==> config.mk <==
export PLATFORM = sky130hd
export DESIGN_NAME = pyrite_qspi_shifter_flat
export DESIGN_NICKNAME = d
export VERILOG_FILES = /design/src/rtl/pyrite_qspi_shifter_if.sv /design/src/rtl/pyrite_qspi_shifter.sv /design/src/flat_wrapper.sv
export SDC_FILE = /design/constraint.sdc
export NUM_CORES = 1
export LEC_CHECK = 0
export ABC_AREA = 0
export BUFFER_PORTS_ARGS = -buffer_cell sky130_fd_sc_hd__buf_2
export CAP_MARGIN = 5
export CORE_AREA = 3 3 62 107
export CTS_CLUSTER_DIAMETER = 80
export DETAILED_ROUTE_END_ITERATION = 7
export DIE_AREA = 0 0 65 110
export GPL_TIMING_DRIVEN = 1
export PLACE_DENSITY = 0.78
export SKIP_CTS_REPAIR_TIMING = 1
export SLEW_MARGIN = 15
export SYNTH_ARGS = -nofsm -noshare
export SYNTH_HDL_FRONTEND = slang
export SYNTH_SLANG_ARGS = --single-unit
==> constraint.sdc <==
create_clock -name clk -period 2.9 [get_ports clk]
set_input_delay 0.145 -clock clk [delete_from_list [all_inputs] [get_ports clk]]
set_output_delay 0.145 -clock clk [all_outputs]
set_load 0.01 [all_outputs]
==> src/rtl/pyrite_qspi_shifter_if.sv <==
// APB bus bundle shared by the VPD interconnect and its slaves.
// One master view and one slave view of the same wires.
interface taxi_apb_if #(
  parameter int DATA_W   = 32,
  parameter int ADDR_W   = 32,
  parameter int STRB_W   = DATA_W / 8,
  parameter int PAUSER_W = 1,
  parameter int PWUSER_W = 1,
  parameter int PRUSER_W = 1,
  parameter int PBUSER_W = 1
);
  logic [ADDR_W-1:0]   paddr;
  logic [2:0]          pprot;
  logic                psel;
  logic                penable;
  logic                pwrite;
  logic [DATA_W-1:0]   pwdata;
  logic [STRB_W-1:0]   pstrb;
  logic                pready;
  logic [DATA_W-1:0]   prdata;
  logic                pslverr;
  logic [PAUSER_W-1:0] pauser;
  logic [PWUSER_W-1:0] pwuser;
  logic [PRUSER_W-1:0] pruser;
  logic [PBUSER_W-1:0] pbuser;

  modport mst (
    output paddr, pprot, psel, penable, pwrite, pwdata, pstrb, pauser, pwuser,
    input  pready, prdata, pslverr, pruser, pbuser
  );

  modport slv (
    input  paddr, pprot, psel, penable, pwrite, pwdata, pstrb, pauser, pwuser,
    output pready, prdata, pslverr, pruser, pbuser
  );
endinterface

==> src/rtl/pyrite_qspi_shifter.sv <==
// APB-controlled byte shifter for a single/quad SPI flash (mode 0, MSB first).
// Software owns chip select; the block only clocks one byte per DATA write.
module pyrite_qspi_shifter #(
  parameter int CLK_DIV      = 2,
  parameter int FLASH_DATA_W = 4
) (
  input  logic                    clk,
  input  logic                    rst,
  taxi_apb_if.slv                 s_apb,
  output logic                    qspi_clk,
  output logic                    qspi_cs,
  input  logic [FLASH_DATA_W-1:0] qspi_dq_i,
  output logic [FLASH_DATA_W-1:0] qspi_dq_o,
  output logic [FLASH_DATA_W-1:0] qspi_dq_oe,
  output logic                    busy
);

  typedef enum logic [1:0] {
    ST_IDLE = 2'd0,
    ST_LOW  = 2'd1,
    ST_HIGH = 2'd2
  } state_t;

  localparam logic [7:0] CYC_LAST = 8'(CLK_DIV - 1);

  state_t      state_q, state_d;
  logic [7:0]  cyc_q, cyc_d;
  logic [2:0]  bit_q, bit_d;
  logic [7:0]  tx_q, tx_d;
  logic [7:0]  rx_sr_q, rx_sr_d;
  logic [7:0]  rx_q, rx_d;
  logic        cs_n_q, cs_n_d;
  logic        quad_q, quad_d;
  logic        qdir_q, qdir_d;
  logic        go_q, go_d;
  logic        pready_q, pready_d;
  logic        pslverr_q, pslverr_d;
  logic [31:0] prdata_q, prdata_d;
  logic        sck_q, sck_d;
  logic        busy_q, busy_d;
  logic [3:0]  dq_o_q, dq_o_d;
  logic [3:0]  dq_oe_q, dq_oe_d;

  logic        apb_access_s;
  logic [1:0]  reg_sel_s;
  logic        wr_reject_s;
  logic [2:0]  bit_last_s;
  logic        unused_s;

  assign apb_access_s = s_apb.psel && s_apb.penable && !pready_q;
  assign reg_sel_s    = s_apb.paddr[3:2];
  assign wr_reject_s  = s_apb.pwrite && busy_q && (reg_sel_s == 2'd0 || reg_sel_s == 2'd1);
  assign bit_last_s   = quad_q ? 3'd1 : 3'd7;
  assign unused_s     = ^{s_apb.pprot, s_apb.pauser, s_apb.pwuser, s_apb.paddr[1:0],
                          s_apb.pwdata[31:8], s_apb.pstrb[3:1]};

  // Register file, APB handshake, shift FSM and next output values.
  always_comb begin
    state_d   = state_q;
    cyc_d     = cyc_q;
    bit_d     = bit_q;
    tx_d      = tx_q;
    rx_sr_d   = rx_sr_q;
    rx_d      = rx_q;
    cs_n_d    = cs_n_q;
    quad_d    = quad_q;
    qdir_d    = qdir_q;
    go_d      = 1'b0;
    pready_d  = apb_access_s;
    pslverr_d = 1'b0;
    prdata_d  = prdata_q;

    if (apb_access_s) begin
      pslverr_d = wr_reject_s;
      if (s_apb.pwrite) begin
        prdata_d = 32'd0;
        if (s_apb.pstrb[0] && !busy_q) begin
          case (reg_sel_s)
            2'd0: begin
              cs_n_d = s_apb.pwdata[0];
              quad_d = s_apb.pwdata[1];
              qdir_d = s_apb.pwdata[2];
            end
            2'd1: begin
              tx_d = s_apb.pwdata[7:0];
              go_d = 1'b1;
            end
            default: go_d = 1'b0;
          endcase
        end else begin
          go_d = 1'b0;
        end
      end else begin
        case (reg_sel_s)
          2'd0:    prdata_d = {29'd0, qdir_q, quad_q, cs_n_q};
          2'd1:    prdata_d = {busy_q, 23'd0, rx_q};
          2'd2:    prdata_d = {31'd0, busy_q};
          default: prdata_d = 32'd0;
        endcase
      end
    end else begin
      pslverr_d = 1'b0;
    end

    // The transfer starts once the accepting pready cycle is over.
    case (state_q)
      ST_IDLE: begin
        if (go_q) begin
          state_d = ST_LOW;
          cyc_d   = 8'd0;
          bit_d   = 3'd0;
        end else begin
          cyc_d = 8'd0;
        end
      end
      ST_LOW: begin
        if (cyc_q == CYC_LAST) begin
          state_d = ST_HIGH;
          cyc_d   = 8'd0;
          rx_sr_d = quad_q ? {rx_sr_q[3:0], qspi_dq_i[3:0]} : {rx_sr_q[6:0], qspi_dq_i[1]};
        end else begin
          cyc_d = cyc_q + 8'd1;
        end
      end
      ST_HIGH: begin
        if (cyc_q == CYC_LAST) begin
          cyc_d = 8'd0;
          if (bit_q == bit_last_s) begin
            state_d = ST_IDLE;
            rx_d    = (quad_q && !qdir_q) ? rx_q : rx_sr_q;
          end else begin
            state_d = ST_LOW;
            bit_d   = bit_q + 3'd1;
            tx_d    = quad_q ? {tx_q[3:0], 4'b0000} : {tx_q[6:0], 1'b0};
          end
        end else begin
          cyc_d = cyc_q + 8'd1;
        end
      end
      default: state_d = ST_IDLE;
    endcase

    sck_d  = (state_d == ST_HIGH);
    busy_d = (state_d != ST_IDLE);

    if (state_d == ST_IDLE || (quad_d && qdir_d)) begin
      dq_o_d = 4'b1100;
    end else if (quad_d) begin
      dq_o_d = tx_d[7:4];
    end else begin
      dq_o_d = {3'b110, tx_d[7]};
    end

    if (cs_n_d) begin
      dq_oe_d = 4'b0000;
    end else if (!quad_d) begin
      dq_oe_d = 4'b1101;
    end else if (qdir_d) begin
      dq_oe_d = 4'b0000;
    end else begin
      dq_oe_d = 4'b1111;
    end
  end

  // State and output registers.
  always_ff @(posedge clk) begin
    if (rst) begin
      state_q   <= ST_IDLE;
      cyc_q     <= 8'd0;
      bit_q     <= 3'd0;
      tx_q      <= 8'd0;
      rx_sr_q   <= 8'd0;
      rx_q      <= 8'd0;
      cs_n_q    <= 1'b1;
      quad_q    <= 1'b0;
      qdir_q    <= 1'b0;
      go_q      <= 1'b0;
      pready_q  <= 1'b0;
      pslverr_q <= 1'b0;
      prdata_q  <= 32'd0;
      sck_q     <= 1'b0;
      busy_q    <= 1'b0;
      dq_o_q    <= 4'b1100;
      dq_oe_q   <= 4'b0000;
    end else begin
      state_q   <= state_d;
      cyc_q     <= cyc_d;
      bit_q     <= bit_d;
      tx_q      <= tx_d;
      rx_sr_q   <= rx_sr_d;
      rx_q      <= rx_d;
      cs_n_q    <= cs_n_d;
      quad_q    <= quad_d;
      qdir_q    <= qdir_d;
      go_q      <= go_d;
      pready_q  <= pready_d;
      pslverr_q <= pslverr_d;
      prdata_q  <= prdata_d;
      sck_q     <= sck_d;
      busy_q    <= busy_d;
      dq_o_q    <= dq_o_d;
      dq_oe_q   <= dq_oe_d;
    end
  end

  assign s_apb.pready  = pready_q;
  assign s_apb.pslverr = pslverr_q;
  assign s_apb.prdata  = prdata_q;
  assign s_apb.pruser  = '0;
  assign s_apb.pbuser  = '0;

  assign qspi_clk   = sck_q;
  assign qspi_cs    = cs_n_q;
  assign qspi_dq_o  = dq_o_q;
  assign qspi_dq_oe = dq_oe_q;
  assign busy       = busy_q;

endmodule

==> src/flat_wrapper.sv <==
// flat-port wrapper written by rule: the top's interface ports become plain ports
module pyrite_qspi_shifter_flat 
#(
  parameter int CLK_DIV      = 2,
  parameter int FLASH_DATA_W = 4
)
  (clk, rst, qspi_clk, qspi_cs, qspi_dq_i, qspi_dq_o, qspi_dq_oe, busy, s_apb_paddr, s_apb_pprot, s_apb_psel, s_apb_penable, s_apb_pwrite, s_apb_pwdata, s_apb_pstrb, s_apb_pauser, s_apb_pwuser, s_apb_pready, s_apb_prdata, s_apb_pslverr, s_apb_pruser, s_apb_pbuser);
  taxi_apb_if #(.DATA_W(32), .ADDR_W(4)) s_apb_i ();
  input  logic clk;
  input  logic rst;
  output logic qspi_clk;
  output logic qspi_cs;
  input  logic [FLASH_DATA_W-1:0] qspi_dq_i;
  output logic [FLASH_DATA_W-1:0] qspi_dq_o;
  output logic [FLASH_DATA_W-1:0] qspi_dq_oe;
  output logic busy;
  input wire logic [$bits(s_apb_i.paddr)-1:0] s_apb_paddr;
  input wire logic [$bits(s_apb_i.pprot)-1:0] s_apb_pprot;
  input wire logic [$bits(s_apb_i.psel)-1:0] s_apb_psel;
  input wire logic [$bits(s_apb_i.penable)-1:0] s_apb_penable;
  input wire logic [$bits(s_apb_i.pwrite)-1:0] s_apb_pwrite;
  input wire logic [$bits(s_apb_i.pwdata)-1:0] s_apb_pwdata;
  input wire logic [$bits(s_apb_i.pstrb)-1:0] s_apb_pstrb;
  input wire logic [$bits(s_apb_i.pauser)-1:0] s_apb_pauser;
  input wire logic [$bits(s_apb_i.pwuser)-1:0] s_apb_pwuser;
  output wire logic [$bits(s_apb_i.pready)-1:0] s_apb_pready;
  output wire logic [$bits(s_apb_i.prdata)-1:0] s_apb_prdata;
  output wire logic [$bits(s_apb_i.pslverr)-1:0] s_apb_pslverr;
  output wire logic [$bits(s_apb_i.pruser)-1:0] s_apb_pruser;
  output wire logic [$bits(s_apb_i.pbuser)-1:0] s_apb_pbuser;
  assign s_apb_i.paddr = s_apb_paddr;
  assign s_apb_i.pprot = s_apb_pprot;
  assign s_apb_i.psel = s_apb_psel;
  assign s_apb_i.penable = s_apb_penable;
  assign s_apb_i.pwrite = s_apb_pwrite;
  assign s_apb_i.pwdata = s_apb_pwdata;
  assign s_apb_i.pstrb = s_apb_pstrb;
  assign s_apb_i.pauser = s_apb_pauser;
  assign s_apb_i.pwuser = s_apb_pwuser;
  assign s_apb_pready = s_apb_i.pready;
  assign s_apb_prdata = s_apb_i.prdata;
  assign s_apb_pslverr = s_apb_i.pslverr;
  assign s_apb_pruser = s_apb_i.pruser;
  assign s_apb_pbuser = s_apb_i.pbuser;
  pyrite_qspi_shifter #(.CLK_DIV(CLK_DIV), .FLASH_DATA_W(FLASH_DATA_W)) u_core (.clk(clk), .rst(rst), .s_apb(s_apb_i), .qspi_clk(qspi_clk), .qspi_cs(qspi_cs), .qspi_dq_i(qspi_dq_i), .qspi_dq_o(qspi_dq_o), .qspi_dq_oe(qspi_dq_oe), .busy(busy));
endmodule
* Yosys cells after proc, flatten, opt, wreduce, memory -nomap -nowiden
Cells that the tools add are included.
** Word-level totals
- Register bits after elaboration :: 85
- Input bits :: 54
- Output and inout port bits :: 47
- Word-level logic and storage cells :: 103
** Operators by class
- Add/subtract/negate cells :: 2
- Equal/unequal tests :: 10
- Mux-type cells :: 39
- Bitwise logic cells :: 5
- Reduce and logical (&&, ||, !) cells :: 28
** Operators with widths (count)
- $pmux 32 s3 :: 1
- $mux 8 :: 10
- $mux 32 :: 1
- $pmux 8 s2 :: 1
- $mux 1 :: 15
- $mux 3 :: 4
- $add 8x1->8 const B :: 1
- $eq 8x1->1 const B :: 1
- $mux 4 :: 2
- $reduce_and 4->1 :: 2
- $reduce_or 2->1 :: 4
- $logic_and 1x1->1 :: 7
- $eq 2x2->1 const B :: 3
- $logic_not 2->1 :: 3
- $mux 2 :: 3
- $pmux 2 s3 :: 1
- $pmux 3 s2 :: 1
- $reduce_bool 2->1 :: 3
- $reduce_or 3->1 :: 2
- $not 1->1 :: 5
- $eq 2x1->1 const B :: 2
- $ne 2x1->1 const B :: 2
- $reduce_or 4->1 :: 1
- $add 3x1->3 const B :: 1
- 5 further kinds :: 8

* Logic depth before layout (Yosys ltp)
Gate-level depths: netlist of run 1.
- Depth after elaboration :: 9
- Mapped depth :: 9
- Depth with buffers taken out :: 8

* Least setup slack after synthesis of run 1
Ideal clock, no wire load.
- Path kind :: register to register
- Start point :: reg u_core.cyc_q[0]
- End point :: reg u_core.dq_o_q[1] (netlist: u_core.qspi_dq_o[1])
- Setup time :: 72 ps
- Data arrival time :: 2211 ps
- Required time :: 2828 ps
- Slack :: 617 ps
- Stages on the path, launching flop included :: 8
- Buffers on the path :: 1
- Period minus slack after synthesis :: 2283 ps
- Cell sequence :: dfxtp_1 -> ha_1 -> or4b_4 -> or2_1 -> buf_6 -> nor2_1 -> mux2_2 -> nor3b_2
** Between the ends
- Longest elaborated chain between the ends :: 6
- Elaborated cells between the ends (all ways) :: 9
- Classes of those cells :: eq/ne (1); mux (5); reduce/logical (3)
** RTL lines
- from (decl) :: line pyrite_qspi_shifter.sv:27 : logic [7:0] cyc_q, cyc_d;
- from (signal assigned) :: line pyrite_qspi_shifter.sv:187 : cyc_q <= cyc_d;
- $eq 8x1->1 * :: line pyrite_qspi_shifter.sv:117, pyrite_qspi_shifter.sv:126
- $mux 2 (on tied branches) :: line pyrite_qspi_shifter.sv:126, pyrite_qspi_shifter.sv:117
- $pmux 2 s3 :: line pyrite_qspi_shifter.sv:106 : case (state_q)
- $logic_not 2->1 :: line pyrite_qspi_shifter.sv:146 : if (state_d == ST_IDLE || (quad_d && qdir_d)) begin
- $logic_or 1x1->1 :: line pyrite_qspi_shifter.sv:146
- $reduce_or 3->1 (no source line)
- to (signal assigned) :: line pyrite_qspi_shifter.sv:201 : dq_o_q <= dq_o_d;
- to (decl) :: line pyrite_qspi_shifter.sv:41 : logic [3:0] dq_o_q, dq_o_d;
Mark *: on every way between the ends. The rest lies on a longest branch, timed or not.
A chain may end at the register's enable or synchronous reset.

* Worst setup path after layout of run 1
- Start point :: reg u_core.cyc_q[0]
- End point :: reg u_core.dq_o_q[3] (netlist: u_core.qspi_dq_o[3])
Same word-level chain as after synthesis.

==> results.tsv, run 1 <==
metric	value	unit
most frequent cells in the layout	dfxtp_1 (60), nor2_1 (45), buf_2 (41), mux2i_1 (29), conb_1 (25)	
initial core utilization	49.5	%
Setup crit start kind	flop	
DRT Wirelength	5890	um
Mean Syn Cell Area	9.41	um^2
cts bufs inserted	9	
relative slew slack	50.7	%
clock slew seen by the registers of the worst setup and hold paths	0.07	ns
Post-Synth Adder-Cell Area	3.01	%
cells after synthesis	309	
first-pass GRT wire length	9670	um
type of the worst setup path	reg2reg	
Synth Cell Area	0.00291	mm^2
Iter 0 DRT Violations	145	
vias in the first global route	2126	
Final setup viols	0	
Routed WL per cell	13.5	um
Max stage delay on crit path	0.66	ns
First-pass DRT Iterations	4	
Core Rows	37	
post-DR vias/cell	5.17	
delay-heaviest family, CP	simple AND/OR/NAND/NOR gates	
most common cell after layout, fill and taps aside	dfxtp_1	
number of synthesized flops with an enable pin	0	
DIE WIDTH	65	um
crit-path max FO	7	
setup tns final	0	ns
leading area contributor after synthesis	dfxtp_1	
RSZ-0062 raised after global routing	no	
Tcrit/Tclk final	86.9	%
Pleak	1.32	nW
number of remaining DRC errors	0	
Period minus WS final	2.52	ns
post-synthesis compound-gate area fraction	13.2	%
status	finished clean	
ys flop type	dfxtp_1	
Yosys reg bits	60	
PortBufs	41	
synth unique cells	58	
Hold/Removal Path Class	in2reg	
Clk Latency, worst-skew pair	0.33	ns
MaxCap Viol Count	0	
pwr dens	544	mW/mm^2
Clock Path Buffers	2	
Post-DRT Antenna Nets	0	
Post-synth ARST share	0	%
Buffers & Inverters on Critical Path	0	
slowest stage cell, crit path	a2111oi_0	
Arr. time, crit path	2.73	ns
Routability Congestion	0.828	
mux share of post-synthesis cell area	11.5	%
Root Buffer	clkbuf_8	
Final Skew	0.00562	ns
XOR/XNOR Fraction of Synth Area	2.11	%
Worst EP required	3.11	ns
post-synth top area share	41.3	%
CTS tree	done	
Fin. Hold Viols	0	
initial antenna violation count	0	
crit path capture type	flop	
share of layout cells above drive strength 1	22.6	%
Slew Limit Fails	0	
routed via count	2258	
GRT Residual Overflow	0	
Synth Area in Simple Gates	18.7	%
nets@finish	415	
largest net degree at the start of global routing	42	
I/O pin total	101	
Total GRT Usage	17.4	%
# diodes	0	
Least-Margin Pin Slew	0.739	ns
core area	0.00588	mm^2
f_max	397	MHz
Clock Sinks	60	
Design Area, Final	0.00335	mm^2
hpwl dp	4300	um
CP Cell Sequence	ha_1, or4b_4, or2_1, a2111oi_0, a21o_1, nand3_1	
die area	0.00715	mm^2
placed cell areas	0.00310	mm^2
H-tree depth	3	
Yosys Warn Count	0	
Worst VDD drop	282	uV
Die Ht	110	um
synth top area cells	dfxtp_1 (41%), mux2i_1 (10%), buf_4 (7.5%)	
largest family of logic cells by synthesized area	simple AND/OR/NAND/NOR gates	
synthesis-to-layout area growth	15.1	%
fin util	56.9	%
post-synthesis sequential area ratio	41.3	%
-- final timing paths --
check	startpoint	to	slack, ns	cells past startpoint
setup / recovery	u_core.cyc_q[0]	u_core.qspi_dq_o[3]	0.38	6
hold / removal	s_apb_paddr[3]	u_core.s_apb.pslverr	0.03	2
setup reg to reg	u_core.cyc_q[0]	u_core.qspi_dq_o[3]	0.38	6
hold reg to reg	u_core.s_apb.prdata[0]	u_core.s_apb.prdata[0]	0.45	2
-- cells in the mapped netlist, types with 3 or more instances --
master	instances
nand4_1	3
clkbuf_1	7
mux2i_1	29
ha_1	7
xor2_1	6
nand2b_1	5
dfxtp_1	60
buf_4	29
o21ai_0	6
a211oi_1	13
nor3_1	3
and2_1	3
a22oi_1	8
nand3_1	5
nand2_1	12
nor2_1	45
inv_1	7
mux2_2	4
a21oi_1	12
-- area by class of cell --
cell class	instances	area, um^2
clock buffer	10	138
clock inverter	6	111
fill	548	2530
inverter	8	30.0
multi-input combinational	226	1500
sequential	60	1200
tap	78	97.6
timing repair buffer	49	265
-- per-layer routing --
| metal | GRT usage [%] | up-vias | wire length [um] |
|---|---|---|---|
| li1 | - | 1128 | - |
| met1 | 17.9 | 1066 | 2270 |
| met3 | 3.96 | 11 | 256 |
| met4 | 8.93 | 0 | 111 |
| met5 | 0 | - | 0 |
| met2 | 32.2 | 53 | 3250 |
-- metrics by stage --
step	total power [mW]	hold slack [ns]	setup slack [ns]	instances
4_1_cts	1.84	0.0166	0.365	437
5_1_grt	1.89	0.0326	0.161	437
2_1_floorplan	0.915	0.220	0.617	333
6_report	1.82	0.0296	0.378	437
3_3_place_gp	0.915	0.366	0.457	421
3_5_place_dp	0.916	0.369	0.384	421
-- state kept, by name, indices dropped and copies added, names as in the netlist --
signal / cells
u_core.go_q: 1
u_core.bit_q: 3
u_core.cyc_q: 8
u_core.rx_q: 8
u_core.qspi_dq_o: 4
u_core.qdir_q: 1
u_core.busy: 1
u_core.s_apb.pslverr: 1
u_core.qspi_clk: 1
u_core.rx_sr_q: 8
u_core.qspi_dq_oe: 2
u_core.state_q: 2
u_core.tx_q: 8
u_core.s_apb.pready: 1
u_core.quad_q: 1
u_core.qspi_cs: 1
u_core.s_apb.prdata: 9
-- worst reg2reg max path, cell delays in order (launching register included) --
cell and delay (ns):
dfxtp_1 0.46, ha_1 0.18, or4b_4 0.48, or2_1 0.36, a2111oi_0 0.66, a21o_1 0.18, nand3_1 0.08
-- power by group --
part	switching, mW	total [mW]	internal, mW	leakage (nW)
logic	0.0498	0.0703	0.0205	0.714
registers	0.00184	0.828	0.826	0.483
clock network	0.329	0.923	0.594	0.122
-- kinds of logic after synthesis --
family                     after synthesis
and+or+nand+nor                         99
other                                    1
xor gates and xnor gates                 7
adders and majority gates                7
DFF                                     60
AOI/OAI and AO/OA                       55
muxes                                   33
buffers and inverters                   47
Power figures use the tool's default switching activity.
==> run 2, diff against run 1 <==
Settings changed: RECOVER_POWER set to 50, SKIP_LAST_GASP set to 1.
==> run 2 against run 1 <==
- count of clock-buffer cells in the layout is the same
- critical path type unchanged
- clock power is essentially flat
- non-clock buffer count unchanged
- die area unchanged
- final area decreased by 1.8%
- flip-flop and latch count unchanged
- sequential share of layout area is 0.64 points higher
==> results.tsv, run 2 (synthesis gave the netlist of run 1 again) <==
metric	value	unit	change
I/O pin total	101		unchanged
share of layout cells above drive strength 1	14.8	%	-7.8 points
CP endpoint	u_core.qspi_dq_o[3]		
type of the worst setup path	reg2reg		
Clock Path Buffers	2		unchanged
Die Ht	110	um	unchanged
hpwl dp	4300	um	unchanged
Total GRT Usage	17.4	%	unchanged
number of remaining DRC errors	0		unchanged
most common cell after layout, fill and taps aside	dfxtp_1		
Slew Limit Fails	0		unchanged
most frequent cells in the layout	dfxtp_1 (60), nor2_1 (45), mux2i_1 (29), conb_1 (25), clkbuf_1 (24)		
relative slew slack	49.7	%	-1.0 points
Arr. time, crit path	2.74	ns	about the same
crit-path max FO	7		unchanged
die area	0.00715	mm^2	unchanged
Worst Setup SP	u_core.cyc_q[0]		
routed via count	2283		+1.1%
Final Skew	0.00810	ns	+0.00248 ns
Design Power	1.82	mW	about the same
Reg-to-Reg Start	u_core.cyc_q[0]		
CTS tree	done		
Period minus WS final	2.54	ns	+0.0160 ns
Least-Margin Pin Slew	0.755	ns	+0.0156 ns
cts bufs inserted	9		unchanged
post-DR vias/cell	5.22		+1.1%
clock slew seen by the registers of the worst setup and hold paths	0.07	ns	about the same
nets@finish	415		unchanged
DRT Wirelength	5910	um	+0.37%
Worst VDD drop	286	uV	+1.3%
Setup crit start kind	flop		
Design Area, Final	0.00329	mm^2	-1.8%
pwr dens	554	mW/mm^2	+1.8%
Post-DRT Antenna Nets	0		unchanged
First-pass DRT Iterations	4		unchanged
RSZ-0062 raised after global routing	no		
f_max	394	MHz	-0.63%
Clock Sinks	60		unchanged
Tcrit/Tclk final	87.5	%	+0.55 points
MaxCap Viol Count	0		unchanged
core area	0.00588	mm^2	unchanged
Hold/Removal Path Class	in2reg		
Worst EP required	3.11	ns	about the same
synthesis-to-layout area growth	13.0	%	
initial antenna violation count	0		unchanged
vias in the first global route	2126		unchanged
Largest register FFs	9		unchanged
Core Rows	37		unchanged
Final setup viols	0		unchanged
Iter 0 DRT Violations	132		-9.0%
Pleak	1.21	nW	-8.1%
# diodes	0		unchanged
setup tns final	0	ns	unchanged
setup slack, reg-to-reg	0.36	ns	-0.02 ns
PortBufs	41		unchanged
Routed WL per cell	13.5	um	+0.37%
Root Buffer	clkbuf_8		
r2r worst-path depth	6		unchanged
GRT Residual Overflow	0		unchanged
status	finished clean		
Routability Congestion	0.828		unchanged
DIE WIDTH	65	um	unchanged
RR Endpoint	u_core.qspi_dq_o[3]		
largest net degree at the start of global routing	42		unchanged
H-tree depth	3		unchanged
Clk Latency, worst-skew pair	0.33	ns	about the same
initial core utilization	49.5	%	unchanged
placed cell areas	0.00310	mm^2	unchanged
first-pass GRT wire length	9670	um	unchanged
Fin. Hold Viols	0		unchanged
crit path capture type	flop		
-- run 2: per-layer routing --
metal | track usage (%) | up-vias | share of wire [%]
met5 | 0 | - | 0
met4 | 8.93 | 0 | 1.9
met3 | 3.96 | 11 | 4.5
met2 | 32.2 | 56 | 54
met1 | 17.9 | 1086 | 40
li1 | - | 1130 | -
-- run 2: per-stage QoR --
stage               setup WS, ns  std cells  hold WS (ns)  util, %
global route               0.157        437        0.0326     55.9
finish                     0.362        437        0.0265     55.9
detailed placement         0.384        421         0.369     52.7
global placement           0.457        421         0.366     52.7
CTS                        0.365        437        0.0166     56.9
floorplan                  0.617        333         0.220        -
-- run 2: worst min path at each step --
stage                        start              endpoint  slack, ns  cells after the start
CTS                 s_apb_paddr[3]  u_core.s_apb.pslverr       0.02                      2
floorplan           s_apb_paddr[3]  u_core.s_apb.pslverr       0.22                      1
finish              s_apb_paddr[3]  u_core.s_apb.pslverr       0.03                      2
detailed placement  s_apb_paddr[3]  u_core.s_apb.pslverr       0.37                      2
global placement    s_apb_paddr[3]  u_core.s_apb.pslverr       0.37                      2
global route        s_apb_paddr[3]  u_core.s_apb.pslverr       0.03                      2
-- run 2: power breakdown --
| group | total [mW] | internal (mW) | switching, mW |
|---|---|---|---|
| combinational | 0.0676 | 0.0188 | 0.0488 |
| clock | 0.926 | 0.594 | 0.332 |
| sequential | 0.828 | 0.826 | 0.00184 |
-- run 2: final cells by class --
| type | instances | area (um^2) |
|---|---|---|
| clock buffers | 10 | 138 |
| inverters | 8 | 30.0 |
| flip-flops and latches | 60 | 1200 |
| multi-input cells | 226 | 1480 |
| fillers | 564 | 2590 |
| well taps | 78 | 97.6 |
| repair buffers | 49 | 230 |
| clock inverters | 6 | 111 |
-- run 2: worst max-delay path, cell delays in order (launching register included) --
cell and delay (ns):
dfxtp_1 0.47, ha_1 0.19, or4b_4 0.48, or2_1 0.36
a2111oi_0 0.66, a21o_1 0.18, nand3_1 0.08
